File: config.mk
export PLATFORM = sky130hd
export DESIGN_NAME = button_event_queue
export DESIGN_NICKNAME = d
export VERILOG_FILES = /design/src/rtl/button_event_queue_pkg.sv /design/src/rtl/rr_arbiter4.sv /design/src/rtl/button_event_queue.sv
export SDC_FILE = /design/constraint.sdc
export NUM_CORES = 1
export LEC_CHECK = 0
export ABC_AREA = 1
export CELL_PAD_IN_SITES_DETAIL_PLACEMENT = 0
export CELL_PAD_IN_SITES_GLOBAL_PLACEMENT = 1
export CORE_ASPECT_RATIO = 1.2
export CORE_MARGIN = 4
export CORE_UTILIZATION = 45
export CTS_CLUSTER_DIAMETER = 30
export DETAILED_ROUTE_END_ITERATION = 8
export GPL_TIMING_DRIVEN = 0
export PLACE_DENSITY = 0.79
export SYNTH_ARGS = -nofsm -noshare
export SYNTH_HDL_FRONTEND = slang
export SYNTH_SLANG_ARGS = --single-unit
File: constraint.sdc
create_clock -name clock -period 4.3 [get_ports clock]
set_clock_uncertainty 0.15 [all_clocks]
set_input_delay 1.29 -clock clock [delete_from_list [all_inputs] [get_ports clock]]
set_output_delay 1.29 -clock clock [all_outputs]
set_load 0.01 [all_outputs]
File: src/rtl/button_event_queue_pkg.sv
// rtl/button_event_queue_pkg.sv - shared sizes, button indices and code type for the button event queue
package button_event_queue_pkg;

  localparam int NUM_BUTTONS = 4;
  localparam int FIFO_DEPTH  = 4;

  typedef logic [1:0] btn_code_t;

  localparam btn_code_t BTN_DEPOSIT  = 2'd0;
  localparam btn_code_t BTN_WITHDRAW = 2'd1;
  localparam btn_code_t BTN_CONFIRM  = 2'd2;
  localparam btn_code_t BTN_CANCEL   = 2'd3;

endpackage

File: src/rtl/rr_arbiter4.sv
// rtl/rr_arbiter4.sv - four-way round-robin arbiter, lowest pending index at or after rr_ptr wins
module rr_arbiter4
  import button_event_queue_pkg::*;
(
  input  logic [3:0] req,
  input  logic [1:0] rr_ptr,
  input  logic       enable,
  output logic       grant_valid,
  output btn_code_t  grant_idx
);

  // Scan offsets from farthest to nearest so the closest requester overwrites the others.
  always_comb begin
    logic [1:0] w_idx;
    grant_valid = 1'b0;
    grant_idx   = BTN_DEPOSIT;
    w_idx       = 2'd0;
    for (int k = 3; k >= 0; k--) begin
      w_idx = rr_ptr + 2'(k);
      if (enable && req[w_idx]) begin
        grant_valid = 1'b1;
        grant_idx   = w_idx;
      end
    end
  end

endmodule

File: src/rtl/button_event_queue.sv
// rtl/button_event_queue.sv - edge-detects button presses, arbitrates them round-robin into a 4-entry event FIFO
module button_event_queue #(
  parameter int NUM_BUTTONS = button_event_queue_pkg::NUM_BUTTONS,
  parameter int FIFO_DEPTH  = button_event_queue_pkg::FIFO_DEPTH
) (
  input  logic                   clock,
  input  logic                   reset_n,
  input  logic [NUM_BUTTONS-1:0] debounce,
  output logic [NUM_BUTTONS-1:0] acknowledge,
  output logic                   event_valid,
  output logic [1:0]             event_code,
  input  logic                   event_read,
  output logic                   overflow,
  input  logic                   overflow_clear
);
  import button_event_queue_pkg::*;

  logic [NUM_BUTTONS-1:0] r_prev;
  logic [NUM_BUTTONS-1:0] r_pending;
  logic [1:0]             r_rd_ptr;
  logic [1:0]             r_wr_ptr;
  logic [1:0]             r_rr_ptr;
  logic [2:0]             r_count;
  logic                   r_overflow;
  btn_code_t              r_fifo [FIFO_DEPTH];

  logic [NUM_BUTTONS-1:0] w_rise;
  logic [NUM_BUTTONS-1:0] w_grant_oh;
  logic                   w_full;
  logic                   w_pop;
  logic                   w_enable;
  logic                   w_grant_valid;
  btn_code_t              w_grant_idx;
  logic                   w_drop;

  assign w_rise   = debounce & ~r_prev;
  assign w_full   = (r_count == 3'(FIFO_DEPTH));
  assign w_pop    = event_read & (r_count != 3'd0);
  // A full FIFO can still take a write when the head leaves in the same cycle.
  assign w_enable = ~w_full | w_pop;

  rr_arbiter4 u_arb (
    .req         (r_pending),
    .rr_ptr      (r_rr_ptr),
    .enable      (w_enable),
    .grant_valid (w_grant_valid),
    .grant_idx   (w_grant_idx)
  );

  assign w_grant_oh = {NUM_BUTTONS{w_grant_valid}} & (NUM_BUTTONS'(1) << w_grant_idx);
  assign w_drop     = |(w_rise & r_pending & ~w_grant_oh);

  always_ff @(posedge clock or negedge reset_n) begin
    if (!reset_n) begin
      r_prev     <= '1;
      r_pending  <= '0;
      r_rd_ptr   <= 2'd0;
      r_wr_ptr   <= 2'd0;
      r_rr_ptr   <= 2'd0;
      r_count    <= 3'd0;
      r_overflow <= 1'b0;
    end else begin
      r_prev     <= debounce;
      r_pending  <= (r_pending & ~w_grant_oh) | w_rise;
      r_overflow <= w_drop | (r_overflow & ~overflow_clear);
      if (w_grant_valid) begin
        r_wr_ptr <= r_wr_ptr + 2'd1;
        r_rr_ptr <= w_grant_idx + 2'd1;
      end
      if (w_pop) begin
        r_rd_ptr <= r_rd_ptr + 2'd1;
      end
      case ({w_grant_valid, w_pop})
        2'b10:   r_count <= r_count + 3'd1;
        2'b01:   r_count <= r_count - 3'd1;
        default: r_count <= r_count;
      endcase
    end
  end

  always_ff @(posedge clock) begin
    if (w_grant_valid) begin
      r_fifo[r_wr_ptr] <= w_grant_idx;
    end
  end

  assign event_valid = (r_count != 3'd0);
  assign event_code  = r_fifo[r_rd_ptr];
  assign acknowledge = ~r_pending & {NUM_BUTTONS{~w_full}};
  assign overflow    = r_overflow;

endmodule

==> results of run 1 <==
==> worst min-delay path: stages, from the launching register on <==
cell     delay, ns
dfrtp_1       0.39
nand2_1       0.06
nand2_1       0.05
==> cell type report <==
type	instances	area, sq um
inverters	32	122.6
repair buffers	15	150.1
clock inverters	1	3.754
flip-flops and latches	26	695.7
multi-input cells	120	674.4
clock buffers	3	22.52
fillers	308	1401
well taps	36	45.04
plain buffers	2	22.52
==> how the worst max path moves through the flow <==
stage / to / start / slack, ns / cells after the start
detailed placement: r_count[2] / event_read / 0.54 / 13
floorplan: r_count[2] / event_read / 1.20 / 12
CTS: r_count[2] / event_read / 0.89 / 13
global placement: r_count[2] / event_read / 0.62 / 13
global route: r_count[2] / event_read / 0.78 / 13
finish: r_count[2] / event_read / 0.88 / 13
==> sequential cells by signal, indices dropped and copies added (netlist names) <==
signal and count:
r_count 3, r_rd_ptr 2, r_fifo 8, overflow 1
r_prev 4, r_pending 4, r_wr_ptr 2, r_rr_ptr 2
==> power by group through the flow <==
stage,Combinational [uW],Sequential (uW),Clock (uW)
detailed placement,977,504,0
global route,1110,515,120
floorplan,702,487,0
CTS,984,499,108
finish,968,497,103
global placement,948,500,0
==> routing by layer <==
layer / share of wire / track usage / vias to the layer above
li1: - / - / 595
met5: 0 / 0 / -
met3: 0.030 / 0.02342 / 4
met1: 0.45 / 0.1825 / 517
met2: 0.51 / 0.2640 / 13
met4: 0.013 / 0.05542 / 0
==> metrics by stage <==
stage               utilization  cell area, sq um  std cells
finish                   0.5534              1737        235
global route             0.5534              1737        235
CTS                      0.5534              1737        235
detailed placement       0.5451              1710        231
global placement         0.5451              1710        231
floorplan                     -              1515        180
==> kinds of logic after synthesis <==
family / after synthesis
adder cells (fa/ha/maj): 10
XOR/XNOR: 5
flip-flops: 26
AO/OA/AOI/OAI: 21
buffers and inverters: 34
AND/OR/NAND/NOR: 84
==> cells in the mapped netlist (3+ instances only) <==
library cell	number	area (sq um)
a21oi_1	4	20.02
dfrtp_1	14	350.3
dfstp_2	4	105.1
edfxtp_1	8	240.2
ha_1	9	112.6
inv_1	28	105.1
inv_2	3	11.26
nand2_1	52	195.2
nand2_2	6	37.54
nand3_1	5	25.02
nor2_1	14	52.55
nor2_2	3	18.77
o21ai_0	9	45.04
o21ai_1	4	20.02
xor2_1	4	35.03
==> cell usage in the layout, fill, tap and decap left out, types with 2 or more instances in the layout <==
cell             instances
o21ai_1                  4
nand3_4                  2
inv_1                   28
nand3_1                  5
o22ai_1                  2
buf_6                    2
clkdlybuf4s50_1         15
dfstp_2                  4
clkbuf_4                 3
dfrtp_1                 14
ha_1                     9
a21oi_1                  4
nor2_1                  14
inv_2                    3
nand2_2                  6
xor2_1                   4
nand3_2                  2
o21ai_0                  9
nand2_1                 52
nor2_2                   3
edfxtp_1                 8
==> flow_metrics.tcl, run 1 <==
set metrics [dict create \
    status "complete, no violations" \
    grt_start_max_net_pins 19 \
    place_congestion 0.8182 \
    cts.clk_slew.worst_paths_ns 0.14 \
    grt_pass1_wl_um 4995 \
    synth-xor-area-share 0.02890 \
    antenna_cells 0 \
    antenna_found_initial 0 \
    r2r_cells 12 \
    grt_use_total 0.1511 \
    setup_violations 0 \
    cp_top_family "buffers and inverters" \
    dr_total_vias 1129 \
    syn_to_final_growth_pct 14.62 \
    dp_hpwl_um 2216 \
    yosysUniqueCellTypes 24 \
    wl_per_cell_um 11.92 \
    switchingPower_uw 734.2 \
    cts-root-buf "clkbuf_4" \
    ff2ff_setup_slack_ns 1.64 \
    synth-compound-area-share 0.07514 \
    wl_um 2801 \
    via_per_inst 4.804 \
    finalHoldViolCount 0 \
    leakagePower_uw 0.0008934 \
    holdWs_ns 0.3695 \
    switching_share 0.4683 \
    ys_seq_area_frac 0.4591 \
    die_w_um 60.97 \
    drv_slew 0 \
    route.detailed.drc 0 \
    syn_area_sq_um 1515 \
    cts_made_buffers 3 \
    drive_above_1_share 0.1357 \
    holdPathStages 2 \
    crit_slowest_cell "clkdlybuf4s50_1" \
    peakVddDrop_mv 0.5047 \
    synth_seq_cells 26 \
    p_seq_frac 0.317 \
    path_max_fanout 10 \
    syn_area_per_cell_sq_um 8.418 \
    synthSimpleGateAreaFrac 0.2535 \
    p_per_area_nw_per_um2 902.8 \
    power.total_uw 1568 \
    clkPwrFrac 0.066 \
    postCtsSetupBuffers 0 \
    crit_top_cell "inv_1" \
    numPortBuffers 15 \
    r2r-start "r_count[1]" \
    cts_tree "built" \
    die_h_um 71.57 \
    overflow 0 \
    p_int_uw 833.6 \
    nets 218 \
    firstDrtPassIters 4 \
    cts_sinks 26 \
    syn-num-nets 198 \
    synthAdderAreaFrac 0.08753 \
    ant_nets 0 \
    rows 22 \
    drt_iter0_drc 62 \
    worstHoldPathType "register to register" \
    postSynth.asyncResetShare 0.6923 \
    grt_pass1_vias 1155 \
    whs_endpoint "r_pending[2]" \
    slew_headroom 0.4262 \
    boundaryPins 16 \
    fin_crit_sh 0.7946 \
    fin_ws_ns 0.8834 \
    arrival_ns 3.48 \
    crit_chain "clkdlybuf4s50_1 -> inv_1 -> nand3_4 -> nand3_2 -> nand3_4 -> buf_6 -> inv_1 -> ha_1 -> inv_1 -> fa_1 -> a21oi_1 -> o21ai_0 -> xor2_1" \
    ctsResizeCount 0 \
    startpoint_type "input port" \
    worstMarginPinSlew_ns 0.8580 \
    start_util 0.4829 \
    hold_start "r_pending[2]" \
    synth_flop_cell "dfrtp_1" \
    critical_path.max_stage_delay_ns 0.40 \
    hold_buffers 0 \
    comb_power_share 0.617 \
    yosys_warnings 0 \
    fmax_ghz 0.2927 \
    cap_viol_max_count 0 \
    dieArea_sq_um 4363 \
    synth_mux_area_frac 0 \
    netlist_instances 180 \
    synth_edf_count 8 \
    dp_slack_ns 0.5433 \
    clock_path_buffers 2 \
    synth_top_family_by_area "simple AND/OR/NAND/NOR gates" \
    fin_setup_tns_ns 0 \
    path_buf_inv 5 \
    rsz0062_at_grt "false" \
    core_sq_um 3138 \
    clk_latency_ns 0.32 \
    fin_crit_ns 3.417 \
    timing.rr.end "r_count[2]" \
    htreeDepth 1 \
    cp.required_ns 4.37 \
    path_class "input port to register" \
    crit_path_end_kind "register" \
]
Note: power is estimated with default switching activity, not from simulation.
==> run 2, diff against run 1 <==
Settings changed: CORE_UTILIZATION 45 to 38, PLACE_DENSITY 0.79 to 0.71.
Clock period 4.3 ns to 2.9 ns, I/O delays scaled along.
==> run 2 against run 1 <==
  * Design area rose by 7.1%
  * Largest cell class is now multi-input gates
  * Cell count increased by 8.5%
  * Global-route usage is 2.9 points lower
  * Critical endpoint unchanged
==> flow_metrics.tcl, run 2 (synthesized netlist as in run 1, its figures left out) <==
set metrics [dict create \
    status "complete, no violations" \
    final_common_cell "nand2_1" \
    dieArea_sq_um 5066 \
    fmax_ghz 0.3640 \
    top_regs "r_fifo x8, r_pending x4, r_prev x4" \
    fill_cells 379 \
    crit_slowest_cell "clkdlybuf4s50_1" \
    fin_crit_ns 2.747 \
    via_per_inst 4.439 \
    hold_buffers 0 \
    wl_um 2759 \
    whs_endpoint "r_pending[2]" \
    peakVddDrop_mv 0.5369 \
    startpoint_type "input port" \
    setup_violations 0 \
    cap_viol_max_count 0 \
    rsz0062_at_grt "false" \
    ant_nets 0 \
    clock_path_buffers 2 \
    leakagePower_uw 0.0009325 \
    arrival_ns 2.75 \
    p_per_area_nw_per_um2 1368 \
    layout_common_cells "51 x nand2_1, 26 x inv_1, 15 x clkdlybuf4s50_1" \
    slew_headroom 0.4104 \
    die_w_um 65.65 \
    grt_pass1_wl_um 4892 \
    cts.clk_slew.worst_paths_ns 0.09 \
    fin_crit_sh 0.9473 \
    hold_start "r_pending[2]" \
    grt_use_total 0.1219 \
    dr_total_vias 1132 \
    ff2ff_setup_slack_ns 0.58 \
    antenna_found_initial 0 \
    cts-root-buf "clkbuf_8" \
    worstMarginPinSlew_ns 0.8816 \
    cts_tree "built" \
    firstDrtPassIters 4 \
    finalHoldViolCount 0 \
    fin_setup_tns_ns 0 \
    die_h_um 77.17 \
    antenna_cells 0 \
    syn_to_final_growth_pct 22.79 \
    clk_latency_ns 0.26 \
    drive_above_1_share 0.1872 \
    boundaryPins 16 \
    crit_path_end_kind "register" \
    grt_pass1_vias 1097 \
    rows 24 \
    wl_per_cell_um 10.82 \
    cts_sinks 26 \
    cts_made_buffers 3 \
    start_util 0.4037 \
    overflow 0 \
    drt_iter0_drc 48 \
    crit_chain "clkdlybuf4s50_1 -> inv_2 -> nand3_4 -> nand3_4 -> nand3_4 -> inv_1 -> ha_1 -> inv_2 -> fa_2 -> a21oi_2 -> o21ai_2 -> xor2_1" \
    top_register "r_fifo" \
    crit_top_cell "nand3_4" \
    path_max_fanout 5 \
    nets 222 \
    r2r_cells 11 \
    r2r-start "r_count[1]" \
    core_sq_um 3754 \
    holdPathStages 2 \
    numPortBuffers 15 \
    power.total_uw 2545 \
    drv_slew 0 \
    cp.required_ns 2.90 \
    timing.rr.end "r_count[2]" \
    grt_start_max_net_pins 19 \
    dp_hpwl_um 2121 \
    htreeDepth 1 \
    largest_register_ffs 8 \
    route.detailed.drc 0 \
    critical_path.max_stage_delay_ns 0.41 \
    worstHoldPathType "register to register" \
    place_congestion 0.7927 \
    path_class "input port to register" \
]
## run 2: cell types whose count changed in the layout (fill, tap and decap cells not counted), sizes merged
cell and change:
bufinv +1, buf +4, clkinv -1
## run 2: worst max-delay path by stage
stage	endpoint	startpoint
after floorplan	r_count[2]	event_read
after CTS	r_count[2]	event_read
final	r_count[2]	event_read
after global routing	r_count[2]	event_read
after detailed placement	r_count[2]	event_read
after global placement	r_count[2]	event_read
## run 2: report_power, final
group	total (uW)	internal, uW	switching, uW
Clock	297	184	112
Sequential	737	623	114
Combinational	1510	625	886
## run 2: critical path, delay by kind of cell
kind            cells  cell delay, ns
buf+inv             4            0.61
fa+ha+maj           2            0.55
simple gates        3            0.37
compound gates      2            0.21
xor+xnor            1            0.14
## run 2: layer usage
layer  global-route usage  share of wire  vias up
met5                    0              0        -
li1                     -              -      599
met4              0.05394          0.014        0
met2               0.1916           0.47       17
met1               0.1641           0.49      514
met3              0.01608          0.024        2
## run 2: area by class of cell
class,count,area (sq um),share of cell area
Multi-Input combinational cell,120,706.9,0.3800
Sequential cell,26,695.7,0.3739
Timing Repair Buffer,20,187.7,0.1009
Inverter,32,122.6,0.06590
Tap cell,52,65.06,0.03497
Clock buffer,3,41.29,0.02219
Clock inverter,1,30.03,0.01614
Buffer,1,11.26,0.006052
## run 2: repair_timing
item	in CTS	in global routing
pin swaps	3	3
endpoints found under the setup margin	1	2
gates resized for setup	3	7
buffers inserted	3	2
## run 2: per-stage QoR
step	setup slack, ns	hold WS, ns	std cells	utilization	instance area (sq um)
finish	0.1529	0.3548	255	0.4957	1861
floorplan	0.2185	0.3139	180	-	1515
CTS	0.01387	0.3632	254	0.4913	1844
detailed placement	-0.3638	0.3400	247	0.4610	1730
global placement	-0.3481	0.3306	247	0.4610	1730
global route	0.03631	0.3998	255	0.4957	1861
